<file path="src/rtl/interrupt_priority_resolver_if.sv">
// Request/arbitration bundle between peripheral-side control and the priority resolver.
// master drives requests, masks and claim/complete strobes; slave is the resolver.
interface interrupt_priority_resolver_if #(
   parameter int unsigned N_interrupts = 32,
   parameter int unsigned PRIO_W       = 3
) ();
   logic [N_interrupts-1:0]        interrupt_requests;
   logic [N_interrupts-1:0]        interrupt_enables;
   logic [N_interrupts*PRIO_W-1:0] interrupt_priorities;
   logic [PRIO_W-1:0]              priority_threshold;
   logic                           interrupt_claimed;
   logic                           interrupt_complete;
   logic [31:0]                    complete_ID;
   logic [31:0]                    active_interrupt_ID;
   logic [N_interrupts-1:0]        active_interrupt;
   logic                           interrupt_processing;
   logic [N_interrupts-1:0]        interrupt_pending;
   logic                           irq_out;

   modport master (
      output interrupt_requests, interrupt_enables, interrupt_priorities, priority_threshold,
      output interrupt_claimed, interrupt_complete, complete_ID,
      input  active_interrupt_ID, active_interrupt, interrupt_processing, interrupt_pending,
      input  irq_out
   );

   modport slave (
      input  interrupt_requests, interrupt_enables, interrupt_priorities, priority_threshold,
      input  interrupt_claimed, interrupt_complete, complete_ID,
      output active_interrupt_ID, active_interrupt, interrupt_processing, interrupt_pending,
      output irq_out
   );
endinterface

</file>
<file path="src/rtl/interrupt_priority_resolver.sv">
// Interrupt gateway + priority arbiter feeding the claim/complete register.
// Define INTR_LEVEL_SENSITIVE_EN for a level-sensitive gateway; default is edge-triggered.
module interrupt_priority_resolver #(
   parameter int unsigned N_interrupts = 32,
   parameter int unsigned PRIO_W       = 3
) (
   input logic                         clk,
   input logic                         rst,
   interrupt_priority_resolver_if.slave bus
);

   typedef enum logic [1:0] {StIdle, StArb, StNotify, StService} state_e;

   state_e                  state_q, state_d;
   logic [N_interrupts-1:0] pending_q, pending_d;
   logic [N_interrupts-1:0] onehot_q, onehot_d;
   logic [31:0]             id_q, id_d;
   logic [31:0]             svc_id_q, svc_id_d;
   logic                    proc_q, proc_d;

   logic [N_interrupts-1:0] eligible, in_svc, clr, win_onehot;
   logic [31:0]             win_id;
   logic [PRIO_W-1:0]       win_prio, prio;
   logic                    any_elig;

`ifndef INTR_LEVEL_SENSITIVE_EN
   logic [N_interrupts-1:0] prev_q;
   // Requests already high during reset must not look like fresh edges afterwards.
   logic [N_interrupts-1:0] mask_q;
`endif

   // Eligibility and winner select; strict '>' keeps ties on the lowest index.
   always_comb begin
      eligible   = '0;
      in_svc     = '0;
      win_onehot = '0;
      win_id     = '0;
      win_prio   = '0;
      prio       = '0;
      any_elig   = 1'b0;
      for (int unsigned i = 0; i < N_interrupts; i++) begin
         prio        = bus.interrupt_priorities[i*PRIO_W +: PRIO_W];
         in_svc[i]   = (state_q == StService) && (svc_id_q == 32'(i + 1));
         eligible[i] = pending_q[i] & bus.interrupt_enables[i] &
                       (prio > bus.priority_threshold) & (prio != '0);
         if (eligible[i] && (!any_elig || prio > win_prio)) begin
            any_elig      = 1'b1;
            win_prio      = prio;
            win_id        = 32'(i + 1);
            win_onehot    = '0;
            win_onehot[i] = 1'b1;
         end
      end
   end

   // Next-state: gateway, FSM and registered outputs.
   always_comb begin
      clr = (state_q == StNotify && bus.interrupt_claimed) ? onehot_q : '0;
`ifdef INTR_LEVEL_SENSITIVE_EN
      pending_d = bus.interrupt_requests & ~in_svc & ~clr;
`else
      pending_d = (pending_q | (bus.interrupt_requests & ~prev_q & ~mask_q & ~in_svc)) & ~clr;
`endif
      state_d  = state_q;
      id_d     = id_q;
      onehot_d = onehot_q;
      svc_id_d = svc_id_q;
      unique case (state_q)
         StIdle:   if (any_elig) state_d = StArb;
         StArb:    state_d = any_elig ? StNotify : StIdle;
         StNotify: begin
            if (bus.interrupt_claimed) begin
               state_d  = StService;
               svc_id_d = id_q;
            end else if (!(|(eligible & onehot_q))) begin
               state_d = StIdle;
            end
         end
         StService: begin
            if (bus.interrupt_complete && bus.complete_ID == svc_id_q) state_d = StIdle;
         end
         default: state_d = StIdle;
      endcase
      proc_d = (state_q == StArb) && (state_d == StNotify);
      if (proc_d) begin
         id_d     = win_id;
         onehot_d = win_onehot;
      end else if (state_d == StIdle) begin
         id_d     = '0;
         onehot_d = '0;
         svc_id_d = '0;
      end
   end

   always_ff @(posedge clk) begin
      if (rst) begin
         state_q   <= StIdle;
         pending_q <= '0;
         onehot_q  <= '0;
         id_q      <= '0;
         svc_id_q  <= '0;
         proc_q    <= 1'b0;
`ifndef INTR_LEVEL_SENSITIVE_EN
         prev_q    <= '0;
         mask_q    <= bus.interrupt_requests;
`endif
      end else begin
         state_q   <= state_d;
         pending_q <= pending_d;
         onehot_q  <= onehot_d;
         id_q      <= id_d;
         svc_id_q  <= svc_id_d;
         proc_q    <= proc_d;
`ifndef INTR_LEVEL_SENSITIVE_EN
         prev_q    <= bus.interrupt_requests;
         mask_q    <= '0;
`endif
      end
   end

   always_comb begin
      bus.irq_out              = (state_q == StNotify);
      bus.interrupt_processing = proc_q;
      bus.active_interrupt_ID  = id_q;
      bus.active_interrupt     = onehot_q;
      bus.interrupt_pending    = pending_q;
   end

endmodule

</file>
<file path="src/flat_wrapper.sv">
// flat-port wrapper written by rule: the top's interface ports become plain ports
module interrupt_priority_resolver_flat 
#(
   parameter int unsigned N_interrupts = 32,
   parameter int unsigned PRIO_W       = 3
)
  (clk, rst, bus_interrupt_requests, bus_interrupt_enables, bus_interrupt_priorities, bus_priority_threshold, bus_interrupt_claimed, bus_interrupt_complete, bus_complete_ID, bus_active_interrupt_ID, bus_active_interrupt, bus_interrupt_processing, bus_interrupt_pending, bus_irq_out);
  interrupt_priority_resolver_if #(.N_interrupts(N_interrupts), .PRIO_W(PRIO_W)) bus_i ();
  input logic clk;
  input logic rst;
  input wire logic [$bits(bus_i.interrupt_requests)-1:0] bus_interrupt_requests;
  input wire logic [$bits(bus_i.interrupt_enables)-1:0] bus_interrupt_enables;
  input wire logic [$bits(bus_i.interrupt_priorities)-1:0] bus_interrupt_priorities;
  input wire logic [$bits(bus_i.priority_threshold)-1:0] bus_priority_threshold;
  input wire logic [$bits(bus_i.interrupt_claimed)-1:0] bus_interrupt_claimed;
  input wire logic [$bits(bus_i.interrupt_complete)-1:0] bus_interrupt_complete;
  input wire logic [$bits(bus_i.complete_ID)-1:0] bus_complete_ID;
  output wire logic [$bits(bus_i.active_interrupt_ID)-1:0] bus_active_interrupt_ID;
  output wire logic [$bits(bus_i.active_interrupt)-1:0] bus_active_interrupt;
  output wire logic [$bits(bus_i.interrupt_processing)-1:0] bus_interrupt_processing;
  output wire logic [$bits(bus_i.interrupt_pending)-1:0] bus_interrupt_pending;
  output wire logic [$bits(bus_i.irq_out)-1:0] bus_irq_out;
  assign bus_i.interrupt_requests = bus_interrupt_requests;
  assign bus_i.interrupt_enables = bus_interrupt_enables;
  assign bus_i.interrupt_priorities = bus_interrupt_priorities;
  assign bus_i.priority_threshold = bus_priority_threshold;
  assign bus_i.interrupt_claimed = bus_interrupt_claimed;
  assign bus_i.interrupt_complete = bus_interrupt_complete;
  assign bus_i.complete_ID = bus_complete_ID;
  assign bus_active_interrupt_ID = bus_i.active_interrupt_ID;
  assign bus_active_interrupt = bus_i.active_interrupt;
  assign bus_interrupt_processing = bus_i.interrupt_processing;
  assign bus_interrupt_pending = bus_i.interrupt_pending;
  assign bus_irq_out = bus_i.irq_out;
  interrupt_priority_resolver #(.N_interrupts(N_interrupts), .PRIO_W(PRIO_W)) u_core (.clk(clk), .rst(rst), .bus(bus_i));
endmodule
</file>
<file path="config.mk">
export PLATFORM = sky130hd
export DESIGN_NAME = interrupt_priority_resolver_flat
export DESIGN_NICKNAME = d
export VERILOG_FILES = /design/src/rtl/interrupt_priority_resolver_if.sv /design/src/rtl/interrupt_priority_resolver.sv /design/src/flat_wrapper.sv
export SDC_FILE = /design/constraint.sdc
export NUM_CORES = 1
export LEC_CHECK = 0
export CORE_MARGIN = 2
export CORE_UTILIZATION = 45
export DETAILED_ROUTE_END_ITERATION = 8
export PLACE_DENSITY = 0.72
export SLEW_MARGIN = 30
export SYNTH_ARGS = -nofsm -noshare
export SYNTH_HDL_FRONTEND = slang
export SYNTH_SLANG_ARGS = --single-unit
</file>
<file path="constraint.sdc">
create_clock -name clk -period 67.5 [get_ports clk]
set_clock_uncertainty 0.1 [all_clocks]
set_input_delay 13.5 -clock clk [delete_from_list [all_inputs] [get_ports clk]]
set_output_delay 13.5 -clock clk [all_outputs]
set_load 0.01 [all_outputs]
</file>
# After elaboration in Yosys (flattened, before gate mapping)
# Index checks and enable logic that the tools add are counted.
# classes
order_cmp	63
eq_ne	37
n_mux	139
n_bitwise	106
reduce_logical	164
# ops
op	n
$mux W32	69
$eq A32 B5 Y1 const B	16
$eq A32 B4 Y1 const B	8
$gt A3 B3 Y1	63
$and A32 B32 Y32	5
$eq A32 B3 Y1 const B	4
$not A32 Y32	4
$and A1 B1 Y1	96
$reduce_bool A3 Y1	32
$mux W3	31
$logic_and A1 B1 Y1	66
$eq A32 B2 Y1 const B	2
$mux W1	33
$eq A32 B1 Y1 const B	1
$eq A32 B32 Y1	1
$eq A32 B6 Y1 const B	1
$or A32 B32 Y32	1
$reduce_or A32 Y1	1
$logic_not A1 Y1	31
$logic_or A1 B1 Y1	31
$mux W2	5
$pmux W2 S4	1
$eq A2 B2 Y1 const B	3
$logic_not A2 Y1	2
other kinds (2)	2
# word_totals
reg_bits	195
input_bits	199
out_inout_bits	98
wordCells	517

# Depth between registers and ports, before layout
# depth
ltp_word	133
ltp_mapped	290
depth_no_buf	282

# Least setup slack after synthesis
# Ideal clock, no wire load.
# synth_path
path_kind	input port to flip-flop
start	input bus_priority_threshold[2]
end	register u_core.onehot_q[6], in the netlist u_core.bus.active_interrupt[6]
setup_time_ps	71
arrival_ps	59758
required_ps	67329
slack_ps	7571
stages	258
path_buffers	9
path_cell_list	inv_1 ha_1 and3_1 a211oi_2 and2_1 ha_1 nand3_1 o21ai_0 o211ai_1 nand2_1 a21oi_1 ha_1 nor2b_1 o21ai_0 a32oi_1 a21o_1 a221oi_1 or2_2 [222 not listed] o21a_1 ha_1 a21o_1 a21oi_1 a31oi_1 o21a_1 clkbuf_1 o31a_1 ha_1 a21o_1 a21oi_1 a31oi_1 a2111o_1 inv_1 nand4_1 nor3_1 nand4_1 a21oi_1
# synth_via
elab_chain_cells	133
word_cells_on_any_way	325
classes_between	63 x order compare; 1 x eq/ne; 99 x mux; 65 x bitwise; 97 x reduce/logical
# synth_rtl
element	line	text
from (decl)	flat_wrapper.sv:14	input wire logic [$bits(bus_i.priority_threshold)-1:0] bus_priority_threshold;
$gt A3 B3 Y1	interrupt_priority_resolver.sv:45	(prio > bus.priority_threshold) & (prio != '0);
$and A1 B1 Y1	interrupt_priority_resolver.sv:44	eligible[i] = pending_q[i] & bus.interrupt_enables[i] &
$and A1 B1 Y1	interrupt_priority_resolver.sv:45	
$mux W3 / $mux W1 (equally long branches)	interrupt_priority_resolver.sv:46	if (eligible[i] && (!any_elig || prio > win_prio)) begin
$gt A3 B3 Y1 / $logic_not A1 Y1 (equally long branches)	interrupt_priority_resolver.sv:46	
$logic_or A1 B1 Y1	interrupt_priority_resolver.sv:46	
$logic_and A1 B1 Y1	interrupt_priority_resolver.sv:46	
$mux W3 / $mux W1 (equally long branches)	interrupt_priority_resolver.sv:46	
[117 not listed]	-	
$logic_or A1 B1 Y1	interrupt_priority_resolver.sv:46	
$logic_and A1 B1 Y1	interrupt_priority_resolver.sv:46	
$mux W1	interrupt_priority_resolver.sv:46	
$mux W2, on equally long branches	interrupt_priority_resolver.sv:69, interrupt_priority_resolver.sv:70	
$pmux W2 S4	interrupt_priority_resolver.sv:68	unique case (state_q)
$eq A2 B2 Y1	interrupt_priority_resolver.sv:84	proc_d = (state_q == StArb) && (state_d == StNotify);
$logic_and A1 B1 Y1	interrupt_priority_resolver.sv:84	
$mux W32 / $reduce_bool A2 Y1 (equally long branches)	-	
to (signal assigned)	interrupt_priority_resolver.sv:110	onehot_q <= onehot_d;
to (decl)	interrupt_priority_resolver.sv:16	logic [N_interrupts-1:0] onehot_q, onehot_d;
# Several ways; a longest one is shown, not always the timed one.
# A chain may end at the register's enable or synchronous reset.

# Worst setup path after layout
# Same ends and word-level chain as after synthesis.

==> flow_summary.toml <==
[sta]
drv_slew = 0
hold_ws_ns = 0.377
period_share_pct = 94.6
max_freq_mhz = 15.7
hold_violations = 0
fin_crit_ns = 63.85
slew_headroom_pct = 27.2
worstMarginPinSlew_ns = 1.08
setup_viol = 0

[pwr]
powerDensity_nw_per_um2 = 20.7
ir_drop_mv = 0.0190
finalPower_w = 0.000359
p_leak_nw = 7.13

[layout]
final_area_um2 = 17300
multi_input_area_um2 = 9500
drive_gt1_share_pct = 6.58
nets = 2328
fill_cells = 2740
seqCellArea_um2 = 3360
postLayoutCoreUtil_pct = 58.8
diodes = 0
areaGrowthSynthToFinish_pct = 29.0

[min_path]
holdCritStartpoint = "u_core.bus.active_interrupt_ID[4]"
hold_class = "reg2reg"

[detailed_routing]
drc = 0
wirelength_um = 48000
dr.pass1.iters = 6
met3WireLength_um = 3070
route.antenna.remaining_nets = 0
vias_per_cell = 6.00
wl_met1_um = 20600
vias = 14200
top_layer = "met4"
wl_met2_um = 22700
routedWlPerCell_um = 20.3
drt-initial-drc-count = 1015

[clock_tree]
cts_buffer_depth = 2
cts_buffers = 17
numClockSinks = 168
clk_latency_ns = 0.45
cts_tree = "yes"
cts_htree_levels = 4
cts_root_buf = "clkbuf_16"
clkTransAtPathRegs_ns = 0.08

[floorplanning]
die_area_um2 = 31300
coreArea_um2 = 29500
start_util_pct = 45.6
fp.dieH_um = 177
ios = 297
fp.dieW_um = 177
num_rows = 63

[synth]
ys_types = 85
yosys_warnings = 0
syn_avg_cell_area_um2 = 7.94
yosys-top-cells-area = "dfxtp_1 25%, ha_1 15%, nand2_1 3.9%"
synth_area_um2 = 13400
async_reset_ff_share_pct = 0
seq_area_frac_synth_pct = 25.0
synth_edf_count = 0
synth-main-ff-cell = "dfxtp_1"
netlist_instances = 1692
yosysTopAreaCellShare_pct = 25.0
ys_ff_latch = 168
yosys.area.top_type = "dfxtp_1"

[setup_path]
cp_max_fo = 32
r2r-start = "u_core.bus.interrupt_pending[0]"
critPathRequiredTime_ns = 67.77
critical_path_class = "in2reg"
end_kind = "register"
crit_slowest_cell = "or4_1"
crit_path_max_incr_delay_ns = 0.66
crit_start = "bus_priority_threshold[2]"
r2r_setup_slack_ns = 17.58
cp_common_cell = "a21oi_1"
critPathArrivalTime_ns = 64.11
startpoint_type = "input port"

[global_route]
grt_pass1_wl_um = 73700
overflow = 0
antenna_found_initial = 0
grt_pass1_vias = 13700
globalRouteTotalUtil_pct = 30.0
grt_max_degree = 65

[place]
port_buffers = 270
globalplace.congestion = 0.946
dp_hpwl_um = 37400
place_area_um2 = 16500

[outcome]
outcome = "finished, final reports clean"

[run]
max_cap_viol_count = 0
[placed cells by master, fill, tap and decap left out, drive strengths merged, types with 6 or more instances in the layout]
cell type / instances
nand4: 17
a32oi: 9
buf: 29
and3: 12
a211o: 8
o211ai: 10
nor2: 122
o31a: 9
nand2b: 10
and4: 7
or2: 13
clkdlybuf4s50: 269
nor3: 63
o21a: 22
a211oi: 53
xnor2: 28
nor2b: 75
ha: 166
a21o: 27
nor4: 18
dfxtp: 168
a221oi: 11
o311ai: 6
a21boi: 6
a21oi: 97
mux2: 9
conb: 26
clkbuf: 18
a22o: 18
a22oi: 12
o31ai: 12
and2: 74
or4: 8
nand2: 140
a221o: 7
o21ai: 75
nand3: 68
inv: 114
a31oi: 47
clkinv: 9
[power by group]
group / total [W] / internal, W / switching [W]
combinational: 0.000147 / 0.0000632 / 0.0000841
clock: 0.000105 / 0.0000516 / 0.0000534
sequential: 0.000107 / 0.000104 / 0.00000340
total: 0.000359 / 0.000218 / 0.000141
[critical path, delay by kind of cell]
| kind | cells | cell delay, ns |
|---|---|---|
| muxes | 6 | 2.12 |
| buffers and inverters | 16 | 2.36 |
| adders and majority gates | 34 | 9.89 |
| and+or+nand+nor | 65 | 10.77 |
| AOI/OAI and AO/OA | 137 | 25.41 |
[flip-flops by register name, indices dropped and copies added, names as in the netlist]
| name | cells |
|---|---|
| u_core.bus.interrupt_pending | 32 |
| u_core.mask_q | 32 |
| u_core.bus.active_interrupt | 31 |
| u_core.state_q | 2 |
| u_core.svc_id_q | 32 |
| u_core.bus.active_interrupt_ID | 6 |
| u_core.prev_q | 32 |
| u_core.bus.interrupt_processing | 1 |
[synth_stat cells (all sizes together) (27+ instances only)]
cell and number:
a211oi 53, a21o 27, a21oi 97, a31oi 47
and2 74, buf 42, clkbuf 30, dfxtp 168
ha 166, inv 108, nand2 140, nand3 68
nor2 122, nor2b 75, nor3 63, o21ai 75
xnor2 28
[routing by layer]
| metal | vias to the layer above | track usage [%] |
|---|---|---|
| met3 | 101 | 3.93 |
| met1 | 6773 | 38.2 |
| met4 | 0 | 11.1 |
| met5 | - | 0 |
| li1 | 6744 | - |
| met2 | 578 | 51.6 |
[path summary, 6_finish.rpt]
kind,end,cells after the start
setup / recovery,u_core.bus.active_interrupt[6],258
hold / removal,u_core.svc_id_q[4],2
setup reg to reg,u_core.bus.active_interrupt[6],254
hold reg to reg,u_core.svc_id_q[4],2
[metrics by stage]
| stage | TNS (ns) | cells | setup slack (ns) |
|---|---|---|---|
| finish | 0 | 2366 | 3.65 |
| global route | -0.137 | 2366 | -0.0365 |
| CTS | 0 | 2354 | 0.963 |
| detailed placement | 0 | 2322 | 0.745 |
| global placement | 0 | 2322 | 1.40 |
| floorplan | 0 | 1717 | 7.57 |
[kinds of logic after synthesis]
group                    synth area share (%)
flip-flops                               25.0
other                                  0.0279
AO/OA/AOI/OAI                            25.1
multiplexers                             1.13
buffers and inverters                    6.11
XOR/XNOR                                 2.09
AND/OR/NAND/NOR                          24.8
adder cells (fa/ha/maj)                  15.7
[cell type report]
type / instances / share of cell area [%]
multi-input combinational: 1369 / 54.8
sequential: 168 / 19.4
tap: 390 / 2.82
inverter: 108 / 2.34
clock inverter: 15 / 1.25
timing repair buffer: 299 / 16.9
clock buffer: 17 / 2.46
[repair_timing]
| action | in CTS | in global routing |
|---|---|---|
| endpoints found under the hold margin | 0 | 0 |
| hold buffers | 0 | 0 |
| setup buffers | 0 | 12 |
| endpoints found under the setup margin | 0 | 37 |
| resized for setup | 0 | 34 |
Note: power is estimated with default switching activity, not from simulation.
